--- src/rtl/opg_stream.sv ---
// Origin-payload generator: fetches a frame from a synchronous ROM and streams
// it over valid/ready, with credit-limited issue into a small skid FIFO.
module opg_stream #(
  parameter int unsigned DW          = 1,
  parameter int unsigned AW          = 13,
  parameter int unsigned PAYLOAD_LEN = 4320,
  parameter int unsigned ROM_LAT     = 1
) (
  input  logic          clk,
  input  logic          rst_n,
  input  logic          rd_en,
  input  logic          abort,
  input  logic [AW-1:0] base_addr,
  input  logic [AW-1:0] frame_len,
  input  logic          done_clr,
  output logic          rom_rd_en,
  output logic [AW-1:0] rom_addr,
  input  logic [DW-1:0] rom_data,
  output logic [DW-1:0] do_data,
  output logic          do_vld,
  input  logic          do_rdy,
  output logic          do_last,
  output logic          busy,
  output logic          done,
  output logic          done_flag,
  output logic          err_busy,
  output logic [15:0]   frame_cnt
);

  localparam int unsigned FIFO_DEPTH = ROM_LAT + 3;
  localparam int unsigned PW         = $clog2(FIFO_DEPTH);
  localparam int unsigned CW         = $clog2(FIFO_DEPTH + 1);

  typedef enum logic [1:0] {IDLE, RUN, DRAIN} state_t;

  state_t             state, state_nxt;
  logic               rd_en_q, start, issue, xfer, credit_ok, push, pop;
  logic [AW-1:0]      base_q, len_q, issued, eff_len;
  logic [ROM_LAT-1:0] vld_sr, last_sr;
  logic [CW-1:0]      inflight, fifo_count;
  logic [CW:0]        credit;
  logic [PW-1:0]      wr_ptr, rd_ptr;
  logic [DW:0]        mem [FIFO_DEPTH];
  logic [DW:0]        head;

  assign start     = rd_en & ~rd_en_q;
  assign eff_len   = (frame_len == '0) ? AW'(PAYLOAD_LEN) : frame_len;
  assign xfer      = do_vld & do_rdy;
  assign done      = xfer & do_last & ~abort;
  assign busy      = (state != IDLE);
  assign rom_rd_en = issue;
  assign rom_addr  = base_q + issued;

  always_comb begin
    inflight = '0;
    for (int unsigned i = 0; i < ROM_LAT; i++) inflight = inflight + CW'(vld_sr[i]);
  end

  // Every issued read already owns a FIFO slot, so the FIFO cannot overflow.
  assign credit    = (CW+1)'(fifo_count) + (CW+1)'(inflight);
  assign credit_ok = credit < (CW+1)'(FIFO_DEPTH);

  always_comb begin
    state_nxt = state;
    issue     = 1'b0;
    unique case (state)
      IDLE:  if (start) state_nxt = RUN;
      RUN: begin
        if (issued != len_q && credit_ok) begin
          issue = 1'b1;
          if (issued == len_q - AW'(1)) state_nxt = DRAIN;
        end
      end
      DRAIN: if (done) state_nxt = IDLE;
      default: state_nxt = IDLE;
    endcase
    if (abort) begin
      state_nxt = IDLE;
      issue     = 1'b0;
    end
  end

  always_ff @(posedge clk or negedge rst_n) begin
    if (!rst_n) begin
      state     <= IDLE;
      rd_en_q   <= 1'b0;
      base_q    <= '0;
      len_q     <= '0;
      issued    <= '0;
      err_busy  <= 1'b0;
      frame_cnt <= '0;
      done_flag <= 1'b0;
      vld_sr    <= '0;
      last_sr   <= '0;
    end else begin
      state    <= state_nxt;
      rd_en_q  <= rd_en;
      err_busy <= start & (state != IDLE) & ~abort;
      if (state == IDLE && start && !abort) begin
        base_q <= base_addr;
        len_q  <= eff_len;
        issued <= '0;
      end else if (issue) begin
        issued <= issued + AW'(1);
      end
      if (done) frame_cnt <= frame_cnt + 16'd1;
      if (done)          done_flag <= 1'b1;
      else if (done_clr) done_flag <= 1'b0;
      // Clearing the tags drops any ROM returns still in flight.
      if (abort) begin
        vld_sr  <= '0;
        last_sr <= '0;
      end else begin
        vld_sr[0]  <= issue;
        last_sr[0] <= issue & (issued == len_q - AW'(1));
        for (int unsigned i = 1; i < ROM_LAT; i++) begin
          vld_sr[i]  <= vld_sr[i-1];
          last_sr[i] <= last_sr[i-1];
        end
      end
    end
  end

  assign push = vld_sr[ROM_LAT-1] & ~abort;
  assign pop  = (fifo_count != '0) & (~do_vld | do_rdy) & ~abort;
  assign head = mem[rd_ptr];

  always_ff @(posedge clk) begin
    if (push) mem[wr_ptr] <= {last_sr[ROM_LAT-1], rom_data};
  end

  always_ff @(posedge clk or negedge rst_n) begin
    if (!rst_n) begin
      wr_ptr     <= '0;
      rd_ptr     <= '0;
      fifo_count <= '0;
      do_data    <= '0;
      do_vld     <= 1'b0;
      do_last    <= 1'b0;
    end else if (abort) begin
      wr_ptr     <= '0;
      rd_ptr     <= '0;
      fifo_count <= '0;
      do_vld     <= 1'b0;
      do_last    <= 1'b0;
    end else begin
      if (push) wr_ptr <= (wr_ptr == PW'(FIFO_DEPTH - 1)) ? '0 : wr_ptr + PW'(1);
      if (pop)  rd_ptr <= (rd_ptr == PW'(FIFO_DEPTH - 1)) ? '0 : rd_ptr + PW'(1);
      if (push && !pop)      fifo_count <= fifo_count + CW'(1);
      else if (!push && pop) fifo_count <= fifo_count - CW'(1);
      if (pop) begin
        do_data <= head[DW-1:0];
        do_last <= head[DW];
        do_vld  <= 1'b1;
      end else if (do_rdy) begin
        do_vld  <= 1'b0;
        do_last <= 1'b0;
      end
    end
  end

endmodule

--- config.mk ---
export PLATFORM = sky130hd
export DESIGN_NAME = opg_stream
export DESIGN_NICKNAME = d
export VERILOG_FILES = /design/src/rtl/opg_stream.sv
export SDC_FILE = /design/constraint.sdc
export NUM_CORES = 1
export LEC_CHECK = 0
export ABC_AREA = 1
export CAP_MARGIN = 20
export CORE_MARGIN = 4
export CORE_UTILIZATION = 30
export DETAILED_ROUTE_END_ITERATION = 10
export GPL_TIMING_DRIVEN = 0
export PLACE_DENSITY = 0.47
export SLEW_MARGIN = 20
export SYNTH_ARGS = -nofsm -noshare
export SYNTH_HDL_FRONTEND = slang
export SYNTH_SLANG_ARGS = --single-unit
--- constraint.sdc ---
create_clock -name clk -period 3.2 [get_ports clk]
set_input_delay 0.48 -clock clk [delete_from_list [all_inputs] [get_ports clk]]
set_output_delay 0.48 -clock clk [all_outputs]
set_load 0.1 [all_outputs]
==> reports/results.ini <==
[logic_synthesis]
synthDistinctLibCells = 42
synthesis.area_um2 = 4923
syn_area_per_cell_um2 = 7.741
yosys_warnings = 0
ys.flop_type = dfrtp_1
ys_seq_elements = 80
async_reset_ff_share_pct = 90.00
synth_edf_count = 8
synth_cells = 636
synth_nets = 691
seq_area_frac_synth_pct = 41.47

[timing]
min_period_ns = 3.028
rsz0062_at_grt = false
clock_skew_ns = 0.007668
hold_viol = 0
worst_slack_ns = 0.1718
holdWs_ns = 0.05836
max_freq_ghz = 0.3302
relSlewSlack_pct = 34.65
fin_crit_sh_pct = 94.63
setup_violations = 0
worst_slew_pin_slew_ns = 0.9773
slew_viol_final = 0

[place]
port_buffers = 68
dp_slack_ns = -0.7470
gp_congestion = 0.8568
hpwl_um = 10040

[drt]
maxUsedRoutingLayer = met4
ant_nets = 0
wl_per_cell_um = 13.67
drt_iter0_drc = 204
wl_um = 12820
wirelength_met1_um = 6057
drtPass1Iterations = 4
wl_met2_um = 6026
vias = 4295
via_per_inst = 4.579
wl_met3_um = 559
drcViolationCount = 0

[critical_path]
rr_worst_depth = 10
crit_fanout = 7
cpPeakStageDelay_ns = 0.46
critPathSlowestCell = dfrtp_2
cp-start-kind = flop
startpoint = issued[0]
rr_startpoint = len_q[0]
rr_endpoint = last_sr
cp-end-kind = primary output
worstPathRequired_ns = 2.72
worstPathCellList = ha_1, inv_1, fa_1, o21ai_2, nand2_1, o211ai_1, buf_4, xor2_2, buf_4
cp_top_family = adder cells
worstPathArrival_ns = 2.55
r2r_slack_ns = 1.14
path_buf_inv = 3
crit_type = flop to primary output
path_common_cell = buf_4

[global_route]
grt_pass1_vias = 4305
grt-ovfl-total = 0
grt_pass1_wl_um = 21560
antenna_found_initial = 0
track_usage_pct = 14.65
grt_max_degree = 47

[floorplanning]
coreArea_um2 = 16000
die-area_um2 = 18520
start_util_pct = 30.77
ios = 70
fp-row-count = 46
die_y_um = 136.1
die_w_um = 136.1

[pwr]
leakage_uw = 0.002941
ir_drop_v = 0.0005012
powerDensity_nw_per_um2 = 847.5

[cts]
cts_hold_buf = 0
cts.sinks = 80
clkLatencyLatePin_ns = 0.34
cts-htree-levels = 3
path_clk_slew_ns = 0.07
cts_tree = built
cts_root_buf = clkbuf_16
clk_path_buf_depth = 2
numCtsBuffers = 9

[cells_and_area]
fin_util_pct = 39.08
layout.nets = 772
drive_above_1_share_pct = 10.39
antenna_cells = 0
area_growth_pct = 26.99

[hold_path]
hp-class = input pin to async pin

[status]
status = finished, final reports clean

[run]
drv_cap = 0

[kinds of logic (layout without fill, tap and decap cells)]
group | after synthesis | count (layout) | synth area share (%)
adder cells (fa/ha/maj) | 22 | 22 | 5.896
AND/OR/NAND/NOR | 336 | 336 | 29.53
AO/OA/AOI/OAI | 65 | 65 | 7.472
flip-flops | 80 | 80 | 41.47
buffers and inverters | 87 | 173 | 7.090
multiplexers | 1 | 1 | 0.2287
XOR/XNOR | 45 | 45 | 8.310
[what timing repair did]
action | 4_1_cts | 5_1_grt
buffers inserted | 0 | 1
gates resized for setup | 51 | 11
pin swaps | 0 | 1
endpoints found under the setup margin | 13 | 7
[flip-flops by register name, summed over array words and instances (netlist names), 2 cells and up]
name,cells
frame_cnt,16
base_q,13
issued,13
len_q,13
mem,8
fifo_count,3
rd_ptr,2
state,2
wr_ptr,2
[worst max path at each step]
stage | end | slack (ns) | cells past startpoint
floorplan | rom_addr[10] | -0.006 | 9
global placement | len_q[10] | -1.06 | 1
detailed placement | rom_addr[10] | -0.75 | 10
CTS | rom_addr[5] | 0.02 | 6
global route | rom_addr[8] | 0.007 | 9
finish | rom_addr[8] | 0.17 | 9
[layout make-up]
type / instances / area [um2]
clock inverter: 6 / 61.31
sequential: 80 / 2044
tap: 216 / 270.3
timing repair buffer: 70 / 698.2
inverter: 75 / 281.5
multi-input combinational: 469 / 2600
fill: 1721 / 9748
buffer: 12 / 67.56
clock buffer: 10 / 229.0
[cell usage after synthesis, drive strengths merged (11+ instances only)]
cell type	count	area share (%)
ha	20	5.1
a21oi	17	1.8
nand4	11	1.4
o21ai	39	4.4
xnor2	18	3.5
nand2	190	15
nor2	72	5.8
dfrtp	72	37
nand3	41	4.5
xor2	27	4.8
inv	75	5.7
nor3	14	2.0
[cell usage in the layout (no fill, tap or decap), types with 2 or more instances in the layout]
cell type        instances
nor3_4                   2
a31oi_1                  3
clkinv_2                 3
dfrtp_2                  2
o21ai_2                  7
dlygate4sd2_1            2
o22ai_1                  2
nand2_1                188
o21ai_1                  2
nor2_2                   4
nand3_1                 39
clkdlybuf4s15_2          3
a21oi_1                 15
nor2_1                  67
xnor2_1                 14
clkbuf_16                9
nor4_1                   3
clkdlybuf4s50_1         54
xnor2_2                  4
inv_2                    3
clkbuf_1                 5
xor2_1                  21
fa_1                     2
inv_1                   72
buf_2                    6
clkbuf_2                 3
edfxtp_1                 8
o21ai_0                 30
a21oi_2                  2
nor3_1                  11
dfrtp_1                 70
nand4_1                 11
xor2_2                   6
buf_6                    3
nand3b_1                 2
ha_1                    20
buf_4                    5
[metal layers]
metal	global-route usage, %	vias to the layer above
li1	-	2190
met1	19.70	1998
met2	24.41	90
met3	2.332	17
met4	4.199	0
met5	0	-
[per-stage QoR]
| step | instances | TNS [ns] | power, uW | area, um2 |
|---|---|---|---|---|
| after floorplan | 636 | -0.005618 | 3612 | 4984 |
| after global placement | 920 | -78.99 | 4300 | 5934 |
| after detailed placement | 921 | -3.164 | 4326 | 5959 |
| after CTS | 937 | 0 | 5358 | 6250 |
| after global routing | 938 | 0 | 5653 | 6252 |
| final | 938 | 0 | 5299 | 6252 |
[power breakdown]
group	total (uW)	internal [uW]	switching [uW]
Clock	1030	602	427
Sequential	1420	1210	209
Combinational	2850	769	2080
Note: power is estimated with default switching activity, not from simulation.
